## src/rtl/painel_de_senha_pkg.sv

```systemverilog
// rtl/painel_de_senha_pkg.sv - shared state encoding and keypad constants for the password panel
package painel_de_senha_pkg;

   typedef enum logic [2:0] {
      OCIOSO      = 3'd0,
      COLETANDO   = 3'd1,
      VERIFICANDO = 3'd2,
      ACEITA      = 3'd3,
      REJEITA     = 3'd4,
      BLOQUEIO    = 3'd5
   } estado_t;

   localparam int DIGITO_W = 4;
   localparam logic [DIGITO_W-1:0] DIGITO_MAX = 4'd9;

endpackage

```

## src/rtl/painel_de_senha_if.sv

```systemverilog
// rtl/painel_de_senha_if.sv - keypad and status signals between the panel and its driver
import painel_de_senha_pkg::*;

interface painel_de_senha_if;
   logic                HABILITA;
   logic [DIGITO_W-1:0] DIGITO;
   logic                DIGITO_VALIDO;
   logic                CONFIRMA;
   logic                LIMPA;
   logic                SENHA_OK;
   logic                SENHA_ERRADA;
   logic                BLOQUEADO;
   logic [3:0]          QTD_DIGITOS;

   modport master (
      output HABILITA, DIGITO, DIGITO_VALIDO, CONFIRMA, LIMPA,
      input  SENHA_OK, SENHA_ERRADA, BLOQUEADO, QTD_DIGITOS
   );

   modport slave (
      input  HABILITA, DIGITO, DIGITO_VALIDO, CONFIRMA, LIMPA,
      output SENHA_OK, SENHA_ERRADA, BLOQUEADO, QTD_DIGITOS
   );
endinterface

```

## src/rtl/painel_de_senha_temporizador_bloqueio.sv

```systemverilog
// rtl/painel_de_senha_temporizador_bloqueio.sv - cycle timer; counts while start is held, done at terminal count
module temporizador_bloqueio #(
   parameter int CICLOS_BLOQUEIO = 1000
) (
   input  logic clk,
   input  logic rst_n,
   input  logic start,
   output logic done
);
   localparam int W = $clog2(CICLOS_BLOQUEIO);
   localparam logic [W-1:0] TERMINAL = W'(CICLOS_BLOQUEIO - 1);

   logic [W-1:0] cnt;

   // start is a level: dropping it rearms the count from zero
   always_ff @(posedge clk or negedge rst_n) begin
      if (!rst_n) begin
         cnt <= '0;
      end else if (!start) begin
         cnt <= '0;
      end else if (cnt != TERMINAL) begin
         cnt <= cnt + W'(1);
      end
   end

   assign done = start && (cnt == TERMINAL);
endmodule

```

## src/rtl/painel_de_senha.sv

```systemverilog
// rtl/painel_de_senha.sv - password entry panel with attempt counting and timed lockout
import painel_de_senha_pkg::*;

module painel_de_senha #(
   parameter int                       N_DIGITOS       = 4,
   parameter logic [4*N_DIGITOS-1:0]   SENHA_PADRAO    = 16'h1234,
   parameter int                       MAX_TENTATIVAS  = 3,
   parameter int                       CICLOS_BLOQUEIO = 1000
) (
   input  logic               clk,
   input  logic               rst_n,
   painel_de_senha_if.slave   bus
);
   localparam int BUF_W  = DIGITO_W * N_DIGITOS;
   localparam int TENT_W = $clog2(MAX_TENTATIVAS + 1);
   localparam logic [3:0]        N_CNT = 4'(N_DIGITOS);
   localparam logic [TENT_W-1:0] T_MAX = TENT_W'(MAX_TENTATIVAS);

   estado_t             state, state_n;
   logic [BUF_W-1:0]    buffer, buf_n;
   logic [3:0]          cnt, cnt_n;
   logic [TENT_W-1:0]   tent, tent_n;
   logic                fim_bloqueio;

   temporizador_bloqueio #(.CICLOS_BLOQUEIO(CICLOS_BLOQUEIO)) u_timer (
      .clk   (clk),
      .rst_n (rst_n),
      .start (state == BLOQUEIO),
      .done  (fim_bloqueio)
   );

   always_ff @(posedge clk or negedge rst_n) begin
      if (!rst_n) begin
         state  <= OCIOSO;
         buffer <= '0;
         cnt    <= '0;
         tent   <= '0;
      end else begin
         state  <= state_n;
         buffer <= buf_n;
         cnt    <= cnt_n;
         tent   <= tent_n;
      end
   end

   always_comb begin
      state_n = state;
      buf_n   = buffer;
      cnt_n   = cnt;
      tent_n  = tent;
      case (state)
         OCIOSO: begin
            if (bus.HABILITA) begin
               state_n = COLETANDO;
               buf_n   = '0;
               cnt_n   = '0;
            end
         end
         COLETANDO: begin
            if (!bus.HABILITA) begin
               state_n = OCIOSO;
               buf_n   = '0;
               cnt_n   = '0;
            end else if (bus.LIMPA) begin
               buf_n = '0;
               cnt_n = '0;
            end else if (bus.CONFIRMA) begin
               state_n = VERIFICANDO;
            end else if (bus.DIGITO_VALIDO && bus.DIGITO <= DIGITO_MAX && cnt < N_CNT) begin
               buf_n = (buffer << DIGITO_W) | BUF_W'(bus.DIGITO);
               cnt_n = cnt + 4'd1;
            end
         end
         VERIFICANDO: begin
            // a short entry never matches, so it is counted as a wrong attempt
            state_n = (cnt == N_CNT && buffer == SENHA_PADRAO) ? ACEITA : REJEITA;
            buf_n   = '0;
            cnt_n   = '0;
         end
         ACEITA: begin
            tent_n = '0;
            if (!bus.HABILITA) state_n = OCIOSO;
         end
         REJEITA: begin
            tent_n  = tent + TENT_W'(1);
            state_n = (tent_n == T_MAX) ? BLOQUEIO : COLETANDO;
         end
         BLOQUEIO: begin
            if (fim_bloqueio) begin
               tent_n  = '0;
               state_n = bus.HABILITA ? COLETANDO : OCIOSO;
            end
         end
         default: state_n = OCIOSO;
      endcase
   end

   assign bus.SENHA_OK     = (state == ACEITA);
   assign bus.SENHA_ERRADA = (state == REJEITA);
   assign bus.BLOQUEADO    = (state == BLOQUEIO);
   assign bus.QTD_DIGITOS  = (state == COLETANDO) ? cnt : 4'd0;
endmodule

```

## src/flat_wrapper.sv

```systemverilog
// flat-port wrapper written by rule: the top's interface ports become plain ports
module painel_de_senha_flat 
#(
   parameter int                       N_DIGITOS       = 4,
   parameter logic [4*N_DIGITOS-1:0]   SENHA_PADRAO    = 16'h1234,
   parameter int                       MAX_TENTATIVAS  = 3,
   parameter int                       CICLOS_BLOQUEIO = 1000
)
  (clk, rst_n, bus_HABILITA, bus_DIGITO, bus_DIGITO_VALIDO, bus_CONFIRMA, bus_LIMPA, bus_SENHA_OK, bus_SENHA_ERRADA, bus_BLOQUEADO, bus_QTD_DIGITOS);
  painel_de_senha_if bus_i ();
  input  logic clk;
  input  logic rst_n;
  input wire logic [$bits(bus_i.HABILITA)-1:0] bus_HABILITA;
  input wire logic [$bits(bus_i.DIGITO)-1:0] bus_DIGITO;
  input wire logic [$bits(bus_i.DIGITO_VALIDO)-1:0] bus_DIGITO_VALIDO;
  input wire logic [$bits(bus_i.CONFIRMA)-1:0] bus_CONFIRMA;
  input wire logic [$bits(bus_i.LIMPA)-1:0] bus_LIMPA;
  output wire logic [$bits(bus_i.SENHA_OK)-1:0] bus_SENHA_OK;
  output wire logic [$bits(bus_i.SENHA_ERRADA)-1:0] bus_SENHA_ERRADA;
  output wire logic [$bits(bus_i.BLOQUEADO)-1:0] bus_BLOQUEADO;
  output wire logic [$bits(bus_i.QTD_DIGITOS)-1:0] bus_QTD_DIGITOS;
  assign bus_i.HABILITA = bus_HABILITA;
  assign bus_i.DIGITO = bus_DIGITO;
  assign bus_i.DIGITO_VALIDO = bus_DIGITO_VALIDO;
  assign bus_i.CONFIRMA = bus_CONFIRMA;
  assign bus_i.LIMPA = bus_LIMPA;
  assign bus_SENHA_OK = bus_i.SENHA_OK;
  assign bus_SENHA_ERRADA = bus_i.SENHA_ERRADA;
  assign bus_BLOQUEADO = bus_i.BLOQUEADO;
  assign bus_QTD_DIGITOS = bus_i.QTD_DIGITOS;
  painel_de_senha #(.N_DIGITOS(N_DIGITOS), .SENHA_PADRAO(SENHA_PADRAO), .MAX_TENTATIVAS(MAX_TENTATIVAS), .CICLOS_BLOQUEIO(CICLOS_BLOQUEIO)) u_core (.clk(clk), .rst_n(rst_n), .bus(bus_i));
endmodule
```

## config.mk

```make
export PLATFORM = sky130hd
export DESIGN_NAME = painel_de_senha_flat
export DESIGN_NICKNAME = d
export VERILOG_FILES = /design/src/rtl/painel_de_senha_pkg.sv /design/src/rtl/painel_de_senha_if.sv /design/src/rtl/painel_de_senha_temporizador_bloqueio.sv /design/src/rtl/painel_de_senha.sv /design/src/flat_wrapper.sv
export SDC_FILE = /design/constraint.sdc
export NUM_CORES = 1
export LEC_CHECK = 0
export BUFFER_PORTS_ARGS = -buffer_cell sky130_fd_sc_hd__buf_2
export CORE_ASPECT_RATIO = 0.5
export CORE_MARGIN = 5
export CORE_UTILIZATION = 41
export DETAILED_ROUTE_END_ITERATION = 10
export GPL_TIMING_DRIVEN = 0
export HOLD_SLACK_MARGIN = 0.06
export PLACE_DENSITY_LB_ADDON = 0.12
export SYNTH_ARGS = -nofsm -noshare
export SYNTH_HDL_FRONTEND = slang
export SYNTH_HIERARCHICAL = 1
export SYNTH_SLANG_ARGS = --single-unit
export TNS_END_PERCENT = 30
```

## constraint.sdc

```tcl
create_clock -name clk -period 1.9 [get_ports clk]
set_input_delay 0.38 -clock clk [delete_from_list [all_inputs] [get_ports clk]]
set_output_delay 0.38 -clock clk [all_outputs]
set_load 0.02 [all_outputs]
```

==> impl_metrics.yaml, run 1 <==
sta:
  rsz0062_at_grt: "no"
  finalCriticalPeriod_ps: 1790
  fin_ws_ps: 108
  report.final.setup_viol: 0
  hold_ws_ps: 166
  maxSlewHeadroom_pct: 48.0
  max_freq_ghz: 0.558
  timing.final.hold_violations: 0
  slew_violations: 0
  period_share_pct: 94.3
  clock_skew_ps: 6.62
  tns_ps: 0
  worstMarginPinSlew_ps: 780
worst_setup_path:
  slowest_delay_ps: 360
  crit_path_start: "u_core/state[1]"
  timing.rr.end: "u_core/tent[0]"
  cpMaxStageDelayCell: "dfrtp_1"
  cp-end-kind: "output port"
  critical_path_depth: 4
  endpoint: "bus_QTD_DIGITOS[2]"
  cp_max_fo: 10
  path_buf_inv: 2
  ff2ff_setup_slack_ps: 130
  r2r_start: "u_core/state[0]"
  cp.arrival_ps: 1410
  start_kind: "flip-flop"
  cp.required_ps: 1520
  crit_top_cell: "buf_2"
  critPathTopFamily: "simple AND/OR/NAND/NOR gates"
  worst-r2r-cell-count: 8
  path_cells: "buf_2, nor3b_4, and2_1, buf_2"
  path_class: "flip-flop to output port"
floorplanning:
  core-area_um2: 4000
  rows: 16
  fp.dieW_um: 102
  start_util_pct: 43.8
  dieHeight_um: 56.2
  io_pins: 17
  die_area_um2: 5760
place:
  place_ws_ps: -92.5
  gp_congestion: 0.831
  hpwl_mm: 2.54
  numPortBuffers: 16
  dpl_cell_area_um2: 1930
synthesis:
  ys_types: 43
  ys_seq_area_share_pct: 50.0
  syn_avg_cell_area_um2: 10.5
  synth_area_leaders: "dfrtp_1 (50%), a22o_1 (8.5%), ha_1 (2.9%)"
  netlist_instances: 167
  syn_nets: 181
  syn-cell-area_um2: 1750
  ys_warn_count: 6
  synth_edf_count: 0
  synth_seq_cells: 35
  synth_top_area_share_pct: 50.0
  synth_area_leader_cell: "dfrtp_1"
  ys.flop_type: "dfrtp_1"
  synth_common_cells: "dfrtp_1 (35), a22o_1 (17), inv_1 (12), nand2_1 (9), nor2_1 (9)"
  synthArstFlopShare_pct: 100
  yosysMostFrequentCell: "dfrtp_1"
power_and_ir_drop:
  p_sw_share_pct: 28.7
  combPwrFrac_pct: 22.1
  totalPowerFinal_mw: 2.10
  powerDensity_nw_per_um2: 1000
  vdd_ir_drop_max_v: 0.000325
  p_leak_nw: 0.953
  clkPwrFrac_pct: 38.3
  net-switching-power_uw: 603
  pwr-share-seq_pct: 39.6
  p_int_mw: 1.50
final_layout:
  syn2layout_area_growth_pct: 19.3
  design_area_um2: 2090
  regArea_um2: 876
  drive_gt1_share_pct: 21.2
  final_nets: 206
  nFillCells: 374
  multi_input_area_um2: 807
  insertedDiodeCount: 0
status:
  status: "finished clean"
grt:
  overflow: 0
  grt_antenna_before_repair: 0
  grt_max_degree: 36
  grt_pass1_vias: 1321
  grt_pass1_wl_mm: 6.03
  grtUsageTotal_pct: 13.5
clocking:
  cts.clk_slew.worst_paths_ps: 70
  cts_tree: "yes"
  cts_buffers: 5
  clk_latency_ps: 290
  ctsHoldBuffers: 0
  root_buffer: "clkbuf_8"
  cts_buffer_depth: 2
  h-tree-depth: 2
  cts_sinks: 35
detailed_routing:
  vias: 1347
  drc: 0
  first_iter_violations: 23
  drtPass1Iterations: 4
  wl_mm: 3.55
  ant_nets: 0
  viasPerCell: 5.45
  detail_route.wl_per_cell_um: 14.4
min_path:
  hold_path_class: "input port to asynchronous set/reset pin"
flow_run:
  max_cap_viol_count: 0
-- state kept, by name, summed over array words and instances (netlist names) --
register            count
u_core/state            3
u_core/u_timer/cnt     10
u_core/tent             2
u_core/cnt              4
u_core/buffer          16
-- how the worst min path moves through the flow --
stage                            endpoint  slack, ps
floorplan                u_core/buffer[0]         80
global placement           u_core/tent[0]        480
detailed placement      u_core/buffer[12]        500
CTS                 u_core/u_timer/cnt[8]        200
global route        u_core/u_timer/cnt[8]        230
finish              u_core/u_timer/cnt[8]        170
-- area by class of cell --
type	instances	area share (%)
plain buffers	7	3.23
clock buffers	6	3.47
clock inverters	2	2.87
inverters	12	2.15
multi-input cells	113	38.6
flip-flops and latches	35	41.9
well taps	54	3.23
repair buffers	18	4.55
-- cell families (layout without fill, tap and decap cells) --
group                      count (synthesis)  in the layout  synth area share [%]
muxes                                      4              4                  2.36
adders and majority gates                  4              4                  2.86
xor gates and xnor gates                   2              2                 0.999
DFF                                       35             35                  50.0
buffers and inverters                     19             45                  5.50
AOI/OAI and AO/OA                         47             47                  19.1
and+or+nand+nor                           56             56                  19.3
-- layout by cell type (no fill, tap or decap), drive strengths merged --
cell type	synthesis	layout
o32ai	1	1
o21ai	9	9
nand4bb	1	1
xnor2	2	2
or4	2	2
nor3b	2	2
mux2	1	1
mux2i	3	3
nand3	5	5
o21bai	1	1
or2	1	1
buf	6	24
nor2b	1	1
nand4	5	5
nor3	3	3
nand2	9	9
ha	4	4
clkbuf	1	7
and3	1	1
nor4b	2	2
a22o	17	17
a211oi	2	2
o2111ai	1	1
a21o	1	1
a31oi	1	1
and2	6	6
inv	12	12
o31ai	3	3
nand3b	1	1
and4	1	1
o22ai	1	1
or3	3	3
nand2b	3	3
a21oi	8	8
dfrtp	35	35
nor2	9	9
o221ai	2	2
nor4	1	1
bufinv	0	2
-- power by group through the flow --
stage / clock network (mW) / logic (mW) / registers (mW)
after detailed placement: 0 / 0.439 / 0.847
final: 0.804 / 0.464 / 0.831
after global routing: 0.841 / 0.522 / 0.837
after global placement: 0 / 0.431 / 0.845
after floorplan: 0 / 0.322 / 0.837
after CTS: 0.814 / 0.449 / 0.830
-- metal layers --
layer / up-vias / part of all wire (%) / global-route usage (%) / wire, um
met3: 4 / 3.8 / 4.51 / 136
met4: 0 / 1.0 / 5.05 / 37
met5: - / 0 / 0 / 0
met2: 19 / 45 / 21.7 / 1600
met1: 660 / 50 / 16.7 / 1780
li1: 664 / - / - / -
-- metrics by stage --
step	std cells	utilization [%]
global route	247	52.2
CTS	246	52.0
finish	247	52.2
detailed placement	237	48.3
floorplan	167	-
global placement	237	48.3
-- what timing repair did --
action / CTS / global route
resized for setup: 1 / 0
endpoints found under the setup margin: 4 / 3
setup buffers: 1 / 1
hold endpoints to repair: 0 / 0
pin swaps: 2 / 1
No activity file was read; power rests on OpenSTA's default activity.
==> run 2: changes to the inputs <==
Settings changed: BUFFER_PORTS_ARGS -buffer_cell sky130_fd_sc_hd__buf_2 to -buffer_cell sky130_fd_sc_hd__buf_4, RECOVER_POWER set to 25, TNS_END_PERCENT 30 to not set.
==> impl_metrics.yaml, run 2 (same netlist as run 1, synthesis figures left out) <==
worst_setup_path:
  endpoint: "bus_QTD_DIGITOS[1]"
  cp.required_ps: 1520
  path_class: "flip-flop to output port"
  path_buf_inv: 2
  r2r_start: "u_core/state[1]"
  cp_max_fo: 10
  critical_path_depth: 4
  crit_path_start: "u_core/state[1]"
  worst-r2r-cell-count: 8
  path_cells: "buf_2, nor3b_4, and2_1, buf_4"
  cpMaxStageDelayCell: "dfrtp_1"
  cp.arrival_ps: 1440
  slowest_delay_ps: 360
  ff2ff_setup_slack_ps: 120
  timing.rr.end: "u_core/tent[0]"
  start_kind: "flip-flop"
  critPathTopFamily: "simple AND/OR/NAND/NOR gates"
  cp-end-kind: "output port"
status:
  status: "finished clean"
detailed_routing:
  detail_route.wl_per_cell_um: 14.4
  viasPerCell: 5.50
  wl_mm: 3.57
  vias: 1365
  drtPass1Iterations: 4
  first_iter_violations: 26
  ant_nets: 0
  drc: 0
final_layout:
  mostFrequentLayoutCells: "dfrtp_1 (34), buf_4 (19), a22o_1 (17), inv_1 (10)"
  syn2layout_area_growth_pct: 20.9
  design_area_um2: 2120
  insertedDiodeCount: 0
  drive_gt1_share_pct: 22.2
  final_nets: 207
  final_common_cell: "dfrtp_1"
  fin_util_pct: 52.9
  top_register: "u_core/buffer"
  largest_reg_flops: 16
  top_regs: "u_core/buffer (16), u_core/u_timer/cnt (10), u_core/cnt (4)"
clocking:
  cts_buffers: 5
  cts_sinks: 35
  cts_tree: "yes"
  root_buffer: "clkbuf_8"
  cts.clk_slew.worst_paths_ps: 70
  h-tree-depth: 2
  clk_latency_ps: 290
  cts_buffer_depth: 2
floorplanning:
  fp.dieW_um: 102
  rows: 16
  die_area_um2: 5760
  io_pins: 17
  dieHeight_um: 56.2
  core-area_um2: 4000
  start_util_pct: 43.8
power_and_ir_drop:
  combPwrFrac_pct: 23.4
  p_int_mw: 1.36
  p_sw_share_pct: 30.5
  powerDensity_nw_per_um2: 925
  net-switching-power_uw: 599
  clkPwrFrac_pct: 34.1
  p_leak_nw: 0.955
  vdd_ir_drop_max_v: 0.000312
  pwr-share-seq_pct: 42.6
sta:
  clock_skew_ps: 3.91
  timing.final.hold_violations: 0
  tns_ps: 0
  finalCriticalPeriod_ps: 1820
  worstMarginPinSlew_ps: 857
  rsz0062_at_grt: "yes"
  period_share_pct: 95.7
  report.final.setup_viol: 0
  slew_violations: 0
  maxSlewHeadroom_pct: 42.8
  max_freq_ghz: 0.550
grt:
  grtUsageTotal_pct: 13.8
  overflow: 0
  grt_antenna_before_repair: 0
  grt_pass1_wl_mm: 6.19
  grt_pass1_vias: 1346
  grt_max_degree: 36
flow_run:
  max_cap_viol_count: 0
min_path:
  hold_path_class: "input port to flip-flop"
  worstHoldStart: "bus_DIGITO[0]"
place:
  numPortBuffers: 16
  dpl_cell_area_um2: 1970
  gp_congestion: 0.840
  hpwl_mm: 2.63
-- run 2: power groups by stage --
stage	clock, mW	sequential (mW)	combinational, mW
after floorplan	0	0.837	0.322
after global placement	0	0.845	0.439
after detailed placement	0	0.849	0.451
after CTS	0.692	0.834	0.463
after global routing	0.713	0.840	0.513
final	0.668	0.834	0.458
-- run 2: how the worst min path moves through the flow --
stage	endpoint	slack [ps]	cells past startpoint
after floorplan	u_core/buffer[0]	80	0
after global placement	u_core/u_timer/cnt[8]	360	1
after detailed placement	u_core/u_timer/cnt[8]	360	1
after CTS	u_core/buffer[0]	300	2
after global routing	u_core/buffer[1]	310	2
final	u_core/buffer[0]	310	2
-- run 2: metal layers --
metal  vias to the layer above  track usage, %  wire (um)
met2                        18            21.4       1650
met3                         7            4.38        123
li1                        668               -          -
met4                         0            6.92         63
met5                         -               0          0
met1                       672            17.3       1730
-- run 2: per-stage QoR --
| stage | power, mW | setup slack [ps] | hold slack [ps] | std cells |
|---|---|---|---|---|
| 2_1_floorplan | 1.16 | 25.1 | 84.4 | 167 |
| 3_3_place_gp | 1.28 | -44.8 | 360 | 237 |
| 3_5_place_dp | 1.30 | -117 | 361 | 237 |
| 4_1_cts | 1.99 | 54.4 | 300 | 247 |
| 5_1_grt | 2.07 | -9.06 | 307 | 248 |
| 6_report | 1.96 | 82.1 | 307 | 248 |
-- run 2: cell type report --
class                           count  area (um2)
Inverter                           12        45.0
Clock buffer                        5        68.8
Sequential cell                    35         877
Timing Repair Buffer               19         143
Multi-Input combinational cell    113         807
Fill cell                         384        1880
Clock inverter                      3        43.8
Buffer                              7        67.6
Tap cell                           54        67.6
-- run 2: what timing repair did --
item	in CTS	in global routing
gates resized for setup	2	0
hold buffers	1	0
pin swaps	2	2
buffers inserted	1	1
setup endpoints to repair	4	3
hold endpoints to repair	35	0
==> run 3: changes to the inputs <==
Clock period 1.9 ns to 1.8 ns, I/O delays scaled along.
==> impl_metrics.yaml, run 3 (same netlist as run 1, synthesis figures left out) <==
sta:
  clock_skew_ps: 7.44
  worstMarginPinSlew_ps: 860
  slew_violations: 0
  tns_ps: 0
  period_share_pct: 95.4
  maxSlewHeadroom_pct: 42.7
  timing.final.hold_violations: 0
  report.final.setup_viol: 0
  max_freq_ghz: 0.582
  finalCriticalPeriod_ps: 1720
clocking:
  cts.clk_slew.worst_paths_ps: 70
  cts_sinks: 35
  cts_tree: "yes"
  cts_buffers: 5
  h-tree-depth: 2
  clk_latency_ps: 290
  cts_buffer_depth: 2
  root_buffer: "clkbuf_8"
grt:
  grt_pass1_vias: 1317
  grt_pass1_wl_mm: 6.30
  overflow: 0
  grtUsageTotal_pct: 14.2
  grt_max_degree: 36
  grt_antenna_before_repair: 0
worst_setup_path:
  path_cells: "buf_4, nor3b_4, and2_1, buf_4"
  cp.arrival_ps: 1360
  cpMaxStageDelayCell: "dfrtp_1"
  cp_max_fo: 10
  critPathTopFamily: "simple AND/OR/NAND/NOR gates"
  cp.required_ps: 1440
  path_class: "flip-flop to output port"
  slowest_delay_ps: 370
  cp-end-kind: "output port"
  ff2ff_setup_slack_ps: 160
  crit_top_cell: "buf_4"
  start_kind: "flip-flop"
  path_buf_inv: 2
detailed_routing:
  wl_mm: 3.65
  vias: 1349
  detail_route.wl_per_cell_um: 14.6
  drtPass1Iterations: 4
  ant_nets: 0
  first_iter_violations: 40
  viasPerCell: 5.42
  drc: 0
final_layout:
  design_area_um2: 2150
  drive_gt1_share_pct: 23.6
  syn2layout_area_growth_pct: 22.8
  top_register: "u_core/buffer"
  mostFrequentLayoutCells: "dfrtp_1 (34), buf_4 (21), a22o_1 (17), inv_1 (10), nand2_1 (9)"
  final_nets: 208
  nFillCells: 395
  top_regs: "u_core/buffer (16), u_core/u_timer/cnt (10), u_core/cnt (4)"
  final_common_cell: "dfrtp_1"
  insertedDiodeCount: 0
  largest_reg_flops: 16
status:
  status: "finished clean"
floorplanning:
  rows: 16
  dieHeight_um: 56.2
  die_area_um2: 5760
  io_pins: 17
  start_util_pct: 43.8
  fp.dieW_um: 102
  core-area_um2: 4000
power_and_ir_drop:
  totalPowerFinal_mw: 2.14
  powerDensity_nw_per_um2: 993
  p_leak_nw: 0.969
  vdd_ir_drop_max_v: 0.000457
place:
  gp_congestion: 0.744
  numPortBuffers: 16
  dpl_cell_area_um2: 1990
  hpwl_mm: 2.55
flow_run:
  max_cap_viol_count: 0
min_path:
  hold_path_class: "input port to flip-flop"
## run 3: cell types whose count changed in the layout (fill, tap and decap cells not counted), moves of 2 or more
cell / before / now
inv_2: 2 / 0
buf_4: 19 / 21
o21ai_0: 8 / 5
o21ai_1: 1 / 4
## run 3: final timing paths
check,from,endpoint,depth (start not counted)
max in group asynchronous,rst_n,u_core/state[0],2
worst min-delay path,bus_DIGITO[2],u_core/buffer[2],2
min in group asynchronous,rst_n,u_core/u_timer/cnt[4],2
worst max-delay path,u_core/state[1],bus_QTD_DIGITOS[1],4
worst min register to register,u_core/tent[0],u_core/tent[0],1
worst max register to register,u_core/state[2],u_core/state[0],9
## run 3: area by class of cell
class | count | area [um2] | share of cell area, %
Multi-Input combinational cell | 113 | 817 | 38.0
Sequential cell | 35 | 877 | 40.8
Buffer | 7 | 70.1 | 3.26
Clock inverter | 2 | 35.0 | 1.63
Timing Repair Buffer | 20 | 150 | 6.98
Inverter | 12 | 52.6 | 2.44
Tap cell | 54 | 67.6 | 3.14
Clock buffer | 6 | 82.6 | 3.84
## run 3: worst register-to-register path: stages, from the launching register on
cell      delay, ps
dfrtp_1         360
buf_6           150
inv_4            50
nor3_4          200
clkbuf_8        170
inv_6            50
nor4_4          200
o32ai_2         130
a21oi_1         150
o21ai_1          80
## run 3: layer usage
metal / vias up / GRT usage (%) / routed length [um]
li1: 672 / - / -
met1: 659 / 19.2 / 1860
met2: 14 / 20.6 / 1620
met3: 4 / 4.76 / 125
met4: 0 / 5.61 / 44
met5: - / 0 / 0
## run 3: repair_timing
action | in CTS | in global routing
endpoints found under the setup margin | 3 | 8
buffers inserted | 2 | 1
gates cloned | 0 | 0
pin swaps | 0 | 3
resized for setup | 1 | 4
hold buffers | 1 | 0
endpoints found under the hold margin | 35 | 0
## run 3: stage by stage
stage               setup WS (ps)  std cells  hold WS, ps  util [%]
finish                       82.2        249          289      53.8
global placement            -23.9        237          340      49.7
detailed placement          -15.7        237          338      49.7
floorplan                   -37.8        167         64.4         -
CTS                          6.57        248          276      53.3
global route                -8.18        249          279      53.8
## run 3: power by group
group	switching [mW]	internal, mW
clock network	0.289	0.448
registers	0.0472	0.834
logic	0.300	0.218
total	0.637	1.50
